`config.mk`:
```
export PLATFORM = sky130hd
export DESIGN_NAME = tlc_multi_phase
export DESIGN_NICKNAME = d
export VERILOG_FILES = /design/src/rtl/tlc_pkg.sv /design/src/rtl/tlc_next_phase.sv /design/src/rtl/tlc_multi_phase.sv
export SDC_FILE = /design/constraint.sdc
export NUM_CORES = 1
export LEC_CHECK = 0
export CAP_MARGIN = 5
export CORE_AREA = 3 3 56 58
export DETAILED_ROUTE_END_ITERATION = 7
export DIE_AREA = 0 0 59 61
export PLACE_DENSITY_LB_ADDON = 0.3
export SYNTH_ARGS = -nofsm -noshare
export SYNTH_HDL_FRONTEND = slang
export SYNTH_SLANG_ARGS = --single-unit
```
`constraint.sdc`:
```
create_clock -name clk -period 5.7 [get_ports clk]
set_clock_uncertainty 0.2 [all_clocks]
set_input_delay 1.14 -clock clk [delete_from_list [all_inputs] [get_ports clk]]
set_output_delay 1.14 -clock clk [all_outputs]
set_load 0.005 [all_outputs]
```
`src/rtl/tlc_pkg.sv`:
```
// -----------------------------------------------------------------------------
// tlc_pkg
// Shared definitions for the multi-phase traffic-light controller:
//   - lamp encodings per approach, {R,Y,G}
//   - ctrl_state encoding
//   - pack_lights(): expands (phase index, state, flash phase) into the
//     per-approach lamp vector, sized for the largest supported controller
//     (8 phases); callers truncate to 3*N_PHASES bits.
// -----------------------------------------------------------------------------
package tlc_pkg;

  localparam int MAX_PHASES = 8;

  localparam logic [2:0] LIGHT_RED    = 3'b100;
  localparam logic [2:0] LIGHT_YELLOW = 3'b010;
  localparam logic [2:0] LIGHT_GREEN  = 3'b001;
  localparam logic [2:0] LIGHT_OFF    = 3'b000;

  localparam logic [1:0] ST_GREEN   = 2'd0;
  localparam logic [1:0] ST_YELLOW  = 2'd1;
  localparam logic [1:0] ST_ALL_RED = 2'd2;
  localparam logic [1:0] ST_FLASH   = 2'd3;

  function automatic logic [3*MAX_PHASES-1:0] pack_lights(
    input int         n_phases,
    input logic [2:0] idx,
    input logic [1:0] st,
    input logic       flash_on
  );
    logic [3*MAX_PHASES-1:0] v;
    v = '0;
    for (int p = 0; p < MAX_PHASES; p++) begin
      if (p < n_phases) begin
        case (st)
          ST_GREEN:   v[3*p +: 3] = (p == int'(idx)) ? LIGHT_GREEN  : LIGHT_RED;
          ST_YELLOW:  v[3*p +: 3] = (p == int'(idx)) ? LIGHT_YELLOW : LIGHT_RED;
          ST_ALL_RED: v[3*p +: 3] = LIGHT_RED;
          default: begin
            // Flash: main road blinks yellow, side roads blink red.
            if (p == 0) v[3*p +: 3] = flash_on ? LIGHT_YELLOW : LIGHT_OFF;
            else        v[3*p +: 3] = flash_on ? LIGHT_RED    : LIGHT_OFF;
          end
        endcase
      end
    end
    return v;
  endfunction

endpackage

```
`src/rtl/tlc_next_phase.sv`:
```
// -----------------------------------------------------------------------------
// tlc_next_phase
// Combinational round-robin selector for the next green phase.
// Ports:
//   demand   in  N_PHASES  latched demand per phase (bit 0 never selects)
//   cur_idx  in  IDX_W     phase that was last green
//   next_idx out IDX_W     lowest pending phase above cur_idx, else phase 0
// Wrapping back to phase 0 (instead of to the lowest pending side phase) is
// what makes the main road intervene between consecutive round-robin sweeps.
// -----------------------------------------------------------------------------
module tlc_next_phase
  import tlc_pkg::*;
#(
  parameter int N_PHASES = 4,
  parameter int IDX_W    = $clog2(N_PHASES)
) (
  input  logic [N_PHASES-1:0] demand,
  input  logic [IDX_W-1:0]    cur_idx,
  output logic [IDX_W-1:0]    next_idx
);

  logic [N_PHASES-1:0] above;

  // Candidates: pending phases strictly above the current one. Bit 0 can
  // never qualify since 0 > cur_idx is always false.
  genvar gi;
  generate
    for (gi = 0; gi < N_PHASES; gi++) begin : g_above
      assign above[gi] = demand[gi] && (IDX_W'(gi) > cur_idx);
    end
  endgenerate

  // Descending scan: the last hit written is the lowest candidate.
  always_comb begin
    next_idx = '0;
    for (int i = N_PHASES - 1; i >= 0; i--) begin
      if (above[i]) next_idx = IDX_W'(i);
    end
  end

endmodule

```
`src/rtl/tlc_multi_phase.sv`:
```
// -----------------------------------------------------------------------------
// tlc_multi_phase
// N-approach traffic-light controller. Phase 0 (main road) rests in green;
// side phases are served on latched sensor demand in round-robin order with
// min/max green, yellow and all-red clearance counted in prescaler ticks.
// Ports:
//   clk          in   system clock
//   rst          in   asynchronous active-high reset
//   tick         in   one-cycle timing strobe; tick=0 freezes state and timer
//   sensor       in   N_PHASES vehicle-present levels (bit 0 ignored)
//   flash_req    in   flash-mode request (only with TLC_FLASH_EN)
//   lights       out  3*N_PHASES lamps, phase i at [3i+2:3i], {R,Y,G}
//   active_phase out  phase in GREEN/YELLOW
//   ctrl_state   out  0 GREEN, 1 YELLOW, 2 ALL_RED, 3 FLASH
// Build option: define TLC_FLASH_EN to add flash_req and the FLASH state.
// -----------------------------------------------------------------------------
module tlc_multi_phase
  import tlc_pkg::*;
#(
  parameter int N_PHASES  = 4,
  parameter int CNT_W     = 8,
  parameter int MIN_GREEN = 10,
  parameter int MAX_GREEN = 30,
  parameter int YELLOW_T  = 3,
  parameter int ALLRED_T  = 1
) (
  input  logic                          clk,
  input  logic                          rst,
  input  logic                          tick,
  input  logic [N_PHASES-1:0]           sensor,
`ifdef TLC_FLASH_EN
  input  logic                          flash_req,
`endif
  output logic [3*N_PHASES-1:0]         lights,
  output logic [$clog2(N_PHASES)-1:0]   active_phase,
  output logic [1:0]                    ctrl_state
);

  localparam int IDX_W = $clog2(N_PHASES);
  localparam int LW    = 3 * N_PHASES;

  localparam logic [CNT_W-1:0] MIN_M1 = CNT_W'(MIN_GREEN - 1);
  localparam logic [CNT_W-1:0] MAX_M1 = CNT_W'(MAX_GREEN - 1);
  localparam logic [CNT_W-1:0] YEL_M1 = CNT_W'(YELLOW_T - 1);
  localparam logic [CNT_W-1:0] AR_M1  = CNT_W'(ALLRED_T - 1);
  localparam logic [CNT_W-1:0] T_SAT  = '1;

  localparam logic [LW-1:0] LIGHTS_RST = LW'(pack_lights(N_PHASES, 3'd0, ST_GREEN, 1'b0));

  generate
    if (N_PHASES < 2 || N_PHASES > MAX_PHASES) begin : g_bad_phases
      $error("tlc_multi_phase: N_PHASES must be 2..8");
    end
    if (MIN_GREEN < 1 || MIN_GREEN > MAX_GREEN || MAX_GREEN >= (2 ** CNT_W)) begin : g_bad_green
      $error("tlc_multi_phase: need 1 <= MIN_GREEN <= MAX_GREEN < 2**CNT_W");
    end
    if (YELLOW_T < 1 || ALLRED_T < 1) begin : g_bad_clear
      $error("tlc_multi_phase: YELLOW_T and ALLRED_T must be >= 1");
    end
  endgenerate

  logic [1:0]          state_q, state_d;
  logic [IDX_W-1:0]    active_q, active_d;
  logic [CNT_W-1:0]    timer_q, timer_d;
  logic [N_PHASES-1:0] demand_q, demand_d;
  logic [LW-1:0]       lights_q, lights_d;
  logic                flash_on_q, flash_on_d;
  logic                from_flash_q, from_flash_d;

  logic [IDX_W-1:0]    next_idx;
  logic                green_done;
  logic                flash_req_i;

`ifdef TLC_FLASH_EN
  assign flash_req_i = flash_req;
`else
  assign flash_req_i = 1'b0;
`endif

  tlc_next_phase #(
    .N_PHASES (N_PHASES),
    .IDX_W    (IDX_W)
  ) u_next_phase (
    .demand   (demand_q),
    .cur_idx  (active_q),
    .next_idx (next_idx)
  );

  // Green termination: main road leaves once min green is served and someone
  // is waiting; side roads gap out when their sensor clears or max out.
  always_comb begin
    green_done = 1'b0;
    if (active_q == '0) begin
      green_done = (timer_q >= MIN_M1) && ((demand_q != '0) || flash_req_i);
    end else begin
      green_done = ((timer_q >= MIN_M1) && !sensor[active_q]) || (timer_q == MAX_M1);
    end
  end

  always_comb begin
    state_d      = state_q;
    active_d     = active_q;
    timer_d      = timer_q;
    demand_d     = demand_q;
    flash_on_d   = flash_on_q;
    from_flash_d = from_flash_q;

    // Demand latches on every clock, independent of tick, except for the
    // phase currently holding green.
    for (int i = 1; i < N_PHASES; i++) begin
      if (sensor[i] && !((state_q == ST_GREEN) && (active_q == IDX_W'(i)))) begin
        demand_d[i] = 1'b1;
      end
    end
    demand_d[0] = 1'b0;

    if (tick) begin
      case (state_q)
        ST_GREEN: begin
          if (green_done) state_d = ST_YELLOW;
        end
        ST_YELLOW: begin
          if (timer_q == YEL_M1) state_d = ST_ALL_RED;
        end
        ST_ALL_RED: begin
          if (timer_q == AR_M1) begin
            from_flash_d = 1'b0;
            if (flash_req_i) begin
              state_d    = ST_FLASH;
              active_d   = '0;
              flash_on_d = 1'b1;
            end else begin
              // Selection happens here so demand seen during clearance counts;
              // leaving flash always lands on the main road.
              state_d            = ST_GREEN;
              active_d           = from_flash_q ? '0 : next_idx;
              demand_d[active_d] = 1'b0;
            end
          end
        end
`ifdef TLC_FLASH_EN
        ST_FLASH: begin
          if (!flash_req_i) begin
            state_d      = ST_ALL_RED;
            from_flash_d = 1'b1;
          end else begin
            flash_on_d = ~flash_on_q;
          end
        end
`endif
        default: state_d = ST_GREEN;
      endcase

      // Timer restarts on every state change and saturates while resting so
      // a long main-road green never wraps below MIN_GREEN.
      if (state_d != state_q) timer_d = '0;
      else if (timer_q != T_SAT) timer_d = timer_q + 1'b1;
    end

    lights_d = LW'(pack_lights(N_PHASES, 3'(active_d), state_d, flash_on_d));
  end

  always_ff @(posedge clk or posedge rst) begin
    if (rst) begin
      state_q      <= ST_GREEN;
      active_q     <= '0;
      timer_q      <= '0;
      demand_q     <= '0;
      lights_q     <= LIGHTS_RST;
      flash_on_q   <= 1'b0;
      from_flash_q <= 1'b0;
    end else begin
      state_q      <= state_d;
      active_q     <= active_d;
      timer_q      <= timer_d;
      demand_q     <= demand_d;
      lights_q     <= lights_d;
      flash_on_q   <= flash_on_d;
      from_flash_q <= from_flash_d;
    end
  end

  assign lights       = lights_q;
  assign active_phase = active_q;
  assign ctrl_state   = state_q;

endmodule

```
==> run metrics, run 1 <==
status complete, no violations; DRT iter0 DRCs 50; reg2reg path depth 8; R2R Setup Slk 3.04 ns; final wirelength 3190 um; CTS Buf Count 3; slowest stage delay, CP 0.52 ns; antenna violations before repair 0; LEAKAGE 0.719 nW; htree depth 1; min Tclk post-route 3.05 ns; maximum VDD drop 0.000383 V; Crit-path slowest cell mux4_2; area of the die 3600 sq um; Yosys cell types 49; Post-synth top flop dfrtp_1; CTS tree yes; post-synthesis sequential area ratio 0.457; CTS sink count 27; fin nets 182; endpoints failing hold 0; drt first pass iters 4; Mapped Area 1490 sq um; Seq cells post-synth 27; Max-Cap Viols 0; Worst Tran Pin Value 0.988 ns; worst skew pair latency 0.34 ns; Power Density 469 nW/um^2; Slew Limit Headroom 0.340; wire per inst 15.8 um; post-layout util 0.638; Total Power Consumption 0.000811 W; Initial Utilization 0.549; Global Route Usage Sum 0.189; largest net degree at the start of global routing 28; worst min path class reg -> reg; # DRC 0; setup_tns 0 ns; Fmax achieved 328 MHz; post-cts sizing count 0; FP Rows 19; Ports 23; critical-path cell list clkdlybuf4s50_1 -> mux4_2 -> or4_1 -> a21boi_2 -> nor2_1; share of cells above drive strength 1 0.106; worst r2r dst lights[9]; Critical Path RT 5.72 ns; hold path endpoint demand_q[2]; Synth Area per Inst 9.80 sq um; CTS Buffer Depth 2; Vias 1206; gr ovfl total 0; Mapped Cells 152; WP data arrival 3.07 ns; vias in the first global route 1126; Final Max Slew Viols 0; crit path max fanout 8; Die H 61 um; Mapped Nets 163; Hold Crit Depth 1; final setup vio count 0; filler instances 234; first-pass GRT wire length 5020 um; dpl hpwl 2360 um; Setup crit start kind input pin; multi-input logic area 737 sq um; Ys Warns 0; reg-to-reg critical path startpoint timer_q[0]; final RePlAce weighted congestion 0.876; number of flops mapped to enable cells by yosys 0; Post-DRT Antenna Nets 0; WS Path Type in -> reg; clock transition at the registers of the reported paths 0.14 ns; CTS root buf clkbuf_4; # Post-CTS Setup Buffers 0; Sequential Power Share 0.408; die width 59 um; hold path start demand_q[2]; FFs w/ async S/R, synth 1.00; PortBufs 21; diode count 0; CP Capture Type register; Psw 0.000336 W; fin crit share 0.535; internal power 0.000475 W; clock share of power 0.107; Core ar. 2710 sq um; sw frac 0.415; Via-to-Cell Ratio 6.00; area added between synthesis and finish 16.1%; combinational power share 0.485; CTS Hold Bufs 0; Seq. cell area 681 sq um; RSZ-0062 raised after global routing false
==> logic make-up (layout without fill, tap and decap cells) <==
group,Yosys count,in the layout,share of synthesized area
xor gates and xnor gates,6,6,0.0353
adders and majority gates,4,4,0.0336
buffers and inverters,15,33,0.0479
and+or+nand+nor,71,71,0.271
AOI/OAI and AO/OA,27,27,0.134
muxes,2,2,0.0218
DFF,27,27,0.457
==> state kept, by name, summed over array words and instances, names as in the netlist <==
signal        flops
active_phase      2
ctrl_state        2
demand_q          3
lights           12
timer_q           8
==> cells in the final DEF (no fill, tap or decap), drive strengths merged, types with 3 or more instances in the layout <==
| cell type | count |
|---|---|
| nor2 | 14 |
| clkdlybuf4s50 | 21 |
| nor2b | 3 |
| dfrtp | 23 |
| dfstp | 4 |
| xor2 | 5 |
| clkbuf | 3 |
| inv | 8 |
| nand2 | 8 |
| or4 | 3 |
| nand3 | 6 |
| nand2b | 4 |
| or3 | 3 |
| nand3b | 3 |
| a21oi | 11 |
| nand4 | 4 |
| ha | 4 |
| nor3 | 11 |
==> worst max-delay path: cells and delay by family <==
family | cells | cell delay, ns
buffers and inverters | 1 | 0.42
AOI/OAI and AO/OA | 1 | 0.36
muxes | 1 | 0.52
and+or+nand+nor | 2 | 0.62
==> routing by layer <==
metal | global-route usage | routed length, um
met4 | 0.100 | 60
met5 | 0 | 0
met2 | 0.317 | 1550
met3 | 0.0277 | 140
met1 | 0.237 | 1430
==> synthesized netlist by cell type (all sizes together) (2+ instances only) <==
library cell	number	area [sq um]
dfstp	4	105
dfrtp	23	576
nor3	11	55.1
a21o	2	15.0
buf	3	23.8
nand2b	4	25.0
or3	3	23.8
nand3b	3	22.5
nor2	14	52.6
and3	2	12.5
nor2b	3	18.8
clkbuf	4	15.0
inv	8	32.5
ha	4	50.1
or4b	2	20.0
xor2	5	43.8
a31oi	2	12.5
o21ai	2	10.0
nor4	2	12.5
nand2	8	30.0
a21oi	11	55.1
or4	3	26.3
nand4	4	25.0
nand3	6	30.0
==> area by class of cell <==
cell class	instances	share of cell area
repair buffers	21	0.122
inverters	8	0.0188
clock buffers	3	0.0130
clock inverters	1	0.00434
multi-input cells	110	0.426
flip-flops and latches	27	0.394
well taps	31	0.0224
==> metrics by stage <==
stage | area (sq um) | setup WS (ns) | std cells | hold slack, ns
final | 1730 | 2.65 | 201 | 0.344
after global routing | 1730 | 2.61 | 201 | 0.373
after CTS | 1730 | 2.66 | 201 | 0.361
after detailed placement | 1700 | 2.32 | 197 | 0.342
after global placement | 1700 | 2.36 | 197 | 0.306
after floorplan | 1490 | 2.95 | 152 | 0.266
==> how the worst max path moves through the flow <==
stage | from | endpoint | slack (ns) | depth (start not counted)
5_1_grt | sensor[1] | timer_q[2] | 2.61 | 5
4_1_cts | sensor[1] | timer_q[2] | 2.66 | 5
3_5_place_dp | sensor[1] | timer_q[2] | 2.32 | 5
6_report | sensor[1] | timer_q[2] | 2.65 | 5
2_1_floorplan | sensor[1] | timer_q[0] | 2.95 | 4
3_3_place_gp | sensor[1] | timer_q[0] | 2.36 | 5
==> power groups by stage <==
stage                     registers (W)  clock network, W  logic, W
final                          0.000331         0.0000864  0.000394
after global placement         0.000327                 0  0.000376
after detailed placement       0.000332                 0  0.000392
after CTS                      0.000330         0.0000896  0.000393
after global routing           0.000342         0.0000961  0.000438
after floorplan                0.000296                 0  0.000294
Note: power is estimated with default switching activity, not from simulation.
==> run 2: changes to the inputs <==
CORE_AREA = 3 3 60 62   (was 3 3 56 58)
DIE_AREA = 0 0 63 65   (was 0 0 59 61)
clock period = 2.65 ns   (was 5.7 ns; I/O delays follow)
==> run 2 against run 1 <==
  * Design area rose by 4.7%
  * Sequential share of layout area shrank 1.8 points
  * Clock-buffer cell count did not move
  * Final cell count increased by 10%
  * Worst setup slack got worse by 2.5 ns
  * Core utilization shrank 5.0 points
  * Combinational power rose by 130%
  * Wire length fell by 2.9%
  * Worst hold slack got worse by 0.018 ns
  * Critical path type is now reg -> reg
==> run metrics, run 2 (same netlist as run 1, synthesis figures left out) <==
diode count 0 (unchanged); Post-DRT Antenna Nets 0 (unchanged); Power Density 984 nW/um^2 (+110%); share of cells above drive strength 1 0.157 (+0.0514); area of all placed cells without fillers 1810 sq um (+4.7%); worst skew pair latency 0.33 ns (about the same); sw frac 0.405 (-0.00927); Core ar. 3080 sq um (+14%); first-pass GRT wire length 5380 um (+7.0%); Final Max Slew Viols 0 (unchanged); CTS Buffer Depth 2 (unchanged); Max-Cap Viols 0 (unchanged); Setup crit start kind register; WP data arrival 2.51 ns (-0.56 ns); filler instances 274 (+17%); Ports 23 (unchanged); Initial Utilization 0.484 (-0.0657); CTS sink count 27 (unchanged); area added between synthesis and finish 21.6%; Psw 0.000722 W (+110%); Sequential Power Share 0.385 (-0.023); status complete, no violations; slowest stage delay, CP 0.60 ns (+0.08 ns); maximum VDD drop 0.000574 V (+50%); combinational power share 0.514 (+0.029); endpoints failing hold 0 (unchanged); Fmax achieved 407 MHz; Vias 1196 (-0.83%); final setup vio count 0 (unchanged); CTS root buf clkbuf_4; CTS Buf Count 3 (unchanged); Critical Path RT 2.70 ns (-3.02 ns); final wirelength 3090 um (-2.9%); most frequent cells in the layout dfrtp_1, clkdlybuf4s50_1, nor2_1; antenna violations before repair 0 (unchanged); Global Route Usage Sum 0.164 (-0.0255); CP Capture Type register; Die H 65 um (+6.6%); worst min path class in -> async; RSZ-0062 raised after global routing false; DRT iter0 DRCs 103 (+110%); crit path max fanout 5 (-3); Setup crit start timer_q[0]; hold slack 0.326 ns (-0.0181 ns); largest net degree at the start of global routing 28 (unchanged); most common cell after layout, fill and taps aside dfrtp_1; internal power 0.00106 W (+120%); final RePlAce weighted congestion 0.872 (-0.56%); max FFs per register 12 (unchanged); PortBufs 21 (unchanged); Via-to-Cell Ratio 5.39 (-10%); # DRC 0 (unchanged); DP Area 1760 sq um (+3.6%); Slew Limit Headroom 0.722 (+0.381); drt first pass iters 4 (unchanged); fin nets 190 (+4.4%); area of the die 4100 sq um (+14%); wire per inst 13.9 um (-12%); post-layout util 0.588 (-0.0498); Worst Tran Pin Value 0.416 ns (-0.572 ns); clock share of power 0.100 (-0.007); FP Rows 20 (+1); Crit-path slowest cell or4b_2; gr ovfl total 0 (unchanged); cell family with most CP delay simple AND/OR/NAND/NOR gates; fin crit share 0.926; final cell count without fillers 222 (+10%); # placed instances 216 (+9.6%); WS Path Type reg -> reg; clock transition at the registers of the reported paths 0.15 ns (about the same); htree depth 1 (unchanged); LEAKAGE 0.756 nW (+5.3%); die width 63 um (+6.8%); vias in the first global route 1231 (+9.3%); reg-to-reg critical path startpoint timer_q[0]; CTS tree yes; dpl hpwl 2300 um (-2.5%); CTS Hold Bufs 0 (unchanged); Buffers & Inverters on Critical Path 1 (unchanged); min Tclk post-route 2.45 ns; setup_tns 0 ns (unchanged); critical-path cell list inv_1 -> ha_1 -> or4b_2 -> o211ai_1 -> nand3_1 -> nand3b_1 -> nor3_1
==> run 2: cell count changes in the layout (fill, tap and decap cells not counted) <==
cell,before,now
buf_4,0,8
a211oi_1,1,0
a211oi_2,0,1
inv_1,7,6
inv_2,0,1
==> run 2: stage by stage <==
stage          total power [W]  worst slack (ns)
5_1_grt                0.00193            0.0274
6_report               0.00178             0.196
3_5_place_dp           0.00158           -0.0256
3_3_place_gp           0.00154            0.0120
2_1_floorplan          0.00127             0.345
4_1_cts                0.00176            0.0424
==> run 2: final timing paths <==
path | to | cells after the start | slack [ns]
min in group clk | demand_q[2] | 1 | 0.33
min | ctrl_state[0] | 3 | 0.33
max in group asynchronous | lights[11] | 3 | 1.63
max reg2reg | lights[7] | 7 | 0.20
min reg2reg | demand_q[2] | 1 | 0.33
max | lights[7] | 7 | 0.20
==> run 2: per-layer routing <==
metal,track usage,vias up,routed length [um]
met5,0,-,0
met2,0.287,21,1510
met3,0.0277,4,118
met1,0.203,572,1430
li1,-,599,-
met4,0.0579,0,27
==> run 2: area by class of cell <==
| class | instances | area (sq um) | share of cell area |
|---|---|---|---|
| multi-input cells | 110 | 742 | 0.410 |
| flip-flops and latches | 27 | 681 | 0.376 |
| repair buffers | 29 | 270 | 0.149 |
| well taps | 44 | 55.1 | 0.0304 |
| inverters | 8 | 32.5 | 0.0180 |
| clock buffers | 3 | 22.5 | 0.0124 |
| clock inverters | 1 | 7.51 | 0.00415 |
==> run 2: tightest hold or removal path: cells and delay by family <==
family	cells	cell delay, ns
buffers and inverters	3	0.75
==> run 2: what timing repair did <==
| action | in CTS | in global routing |
|---|---|---|
| endpoints found under the setup margin | 0 | 4 |
| gates resized for setup | 0 | 2 |
| setup buffers | 0 | 2 |
==> run 2: power by group through the flow <==
stage | sequential, W | combinational [W] | clock (W)
final | 0.000687 | 0.000917 | 0.000178
after global routing | 0.000708 | 0.00101 | 0.000203
after CTS | 0.000687 | 0.000892 | 0.000185
after detailed placement | 0.000695 | 0.000886 | 0
after global placement | 0.000685 | 0.000859 | 0
after floorplan | 0.000637 | 0.000632 | 0
==> run 3: changes to the inputs <==
PLACE_DENSITY = 0.8   (was unset)
PLACE_DENSITY_LB_ADDON = unset   (was 0.3)
==> run 3 against run 2 <==
  * Clock power rose by 3%
  * Die area did not move
  * Sequential cell count did not move
  * Worst hold slack barely moved
  * Combinational power barely moved
==> run metrics, run 3 (same netlist as run 1, synthesis figures left out) <==
CP Capture Type register; final RePlAce weighted congestion 0.853 (-2.1%); crit path max fanout 5 (unchanged); endpoints failing hold 0 (unchanged); final setup vio count 0 (unchanged); area of all placed cells without fillers 1800 sq um (-0.55%); CTS tree yes; Final Max Slew Viols 0 (unchanged); min Tclk post-route 2.49 ns (+0.0328 ns); CTS Buffer Depth 2 (unchanged); worst min path class in -> async; Max-Cap Viols 0 (unchanged); post-layout util 0.585 (-0.00325); Global Route Usage Sum 0.172 (+0.00779); setup_tns 0 ns (unchanged); reg2reg path depth 7 (unchanged); most frequent cells in the layout dfrtp_1, clkdlybuf4s50_1, nor2_1; Slew Limit Headroom 0.713 (-0.00846); vias in the first global route 1221 (-0.81%); most common cell after layout, fill and taps aside dfrtp_1; first-pass GRT wire length 5580 um (+3.9%); sw frac 0.412 (+0.00704); CTS sink count 27 (unchanged); WP data arrival 2.54 ns (+0.03 ns); maximum VDD drop 0.000597 V (+4.1%); PortBufs 21 (unchanged); CTS Buf Count 3 (unchanged); DRT iter0 DRCs 84 (-18%); LEAKAGE 0.745 nW (-1.5%); worst r2r dst lights[10]; Critical Path RT 2.71 ns (about the same); Core ar. 3080 sq um (unchanged); reg-to-reg critical path startpoint timer_q[0]; Worst Slack Setup Final 0.163 ns (-0.0328 ns); Via-to-Cell Ratio 5.60 (+3.9%); Psw 0.000741 W (+2.6%); Post-DRT Antenna Nets 0 (unchanged); area added between synthesis and finish 20.9%; antenna violations before repair 0 (unchanged); FP Rows 20 (unchanged); CTS Hold Bufs 0 (unchanged); clock share of power 0.102 (+0.002); die width 63 um (unchanged); Vias 1226 (+2.5%); largest net degree at the start of global routing 28 (unchanged); Power Density 998 nW/um^2 (+1.4%); gr ovfl total 0 (unchanged); Sequential Power Share 0.388 (+0.003); final wirelength 3250 um (+5.1%); combinational power share 0.510 (-0.004); CTS root buf clkbuf_4; area of the die 4100 sq um (unchanged); Initial Utilization 0.484 (unchanged); Worst Tran Pin Value 0.429 ns (+0.0133 ns); WS Path Type reg -> reg; status complete, no violations; DP Area 1750 sq um (-0.85%); max FFs per register 12 (unchanged); Die H 65 um (unchanged); internal power 0.00106 W (-0.38%); Setup crit start kind register; filler instances 277 (+1.1%); diode count 0 (unchanged); Fmax achieved 402 MHz (-1.3%); htree depth 1 (unchanged); fin crit share 0.939 (+0.0124); drt first pass iters 4 (unchanged); R2R Setup Slk 0.16 ns (-0.03 ns); clock transition at the registers of the reported paths 0.15 ns (about the same); worst skew pair latency 0.32 ns (about the same); dpl ws -0.0455 ns (-0.0199 ns); wire per inst 14.8 um (+6.5%); dpl hpwl 2380 um (+3.5%); # DRC 0 (unchanged); Ports 23 (unchanged); fin nets 187 (-1.6%); share of cells above drive strength 1 0.160 (+0.00270)
==> run 3: cell types whose count changed in the layout (fill, tap and decap cells not counted) <==
cell | before | now
nor3_2 | 0 | 1
buf_4 | 8 | 5
ha_1 | 4 | 3
nand3_1 | 6 | 5
ha_2 | 0 | 1
nor3_1 | 11 | 10
nand3_2 | 0 | 1
==> run 3: what timing repair did <==
action,CTS,global route
setup buffers,0,1
pin swaps,0,2
endpoints found under the setup margin,2,6
gates resized for setup,1,4
==> run 3: power by group through the flow <==
stage	sequential (W)	combinational [W]	clock [W]
6_report	0.000697	0.000917	0.000183
4_1_cts	0.000691	0.000897	0.000184
3_5_place_dp	0.000698	0.000887	0
3_3_place_gp	0.000686	0.000850	0
2_1_floorplan	0.000637	0.000632	0
5_1_grt	0.000718	0.00102	0.000202
==> run 3: how the worst max path moves through the flow <==
stage / start / depth (start not counted) / endpoint / slack, ns
floorplan: timer_q[0] / 8 / lights[6] / 0.34
detailed placement: sensor[1] / 6 / timer_q[1] / -0.05
finish: timer_q[0] / 7 / lights[10] / 0.16
global route: timer_q[0] / 7 / lights[10] / -0.008
CTS: timer_q[0] / 8 / lights[9] / 0.07
global placement: sensor[1] / 6 / timer_q[7] / 0.02
==> run 3: worst max-delay path, cell delays in order (launching register included) <==
cell and delay, ns:
dfrtp_1 0.45, inv_2 0.11, ha_2 0.21, or4b_2 0.60
o211ai_1 0.21, nand3_2 0.14, nand3b_1 0.29, nor3_2 0.21
==> run 3: through the flow <==
stage | hold slack [ns] | cells | power [W]
floorplan | 0.266 | 152 | 0.00127
global placement | 0.299 | 214 | 0.00154
detailed placement | 0.310 | 214 | 0.00158
CTS | 0.329 | 218 | 0.00177
global route | 0.356 | 219 | 0.00194
finish | 0.326 | 219 | 0.00180
==> run 3: area by class of cell <==
class	count	area [sq um]	area share
multi-input combinational	110	754	0.419
sequential	27	681	0.378
timing repair buffer	26	248	0.138
tap	44	55.1	0.0306
inverter	8	32.5	0.0181
clock buffer	3	22.5	0.0125
clock inverter	1	7.51	0.00417
==> run 3: layer usage <==
metal,GRT usage,part of all wire,up-vias
met1,0.223,0.47,600
li1,-,-,594
met3,0.0243,0.036,4
met5,0,0,-
met4,0.0551,0.014,0
met2,0.294,0.48,28
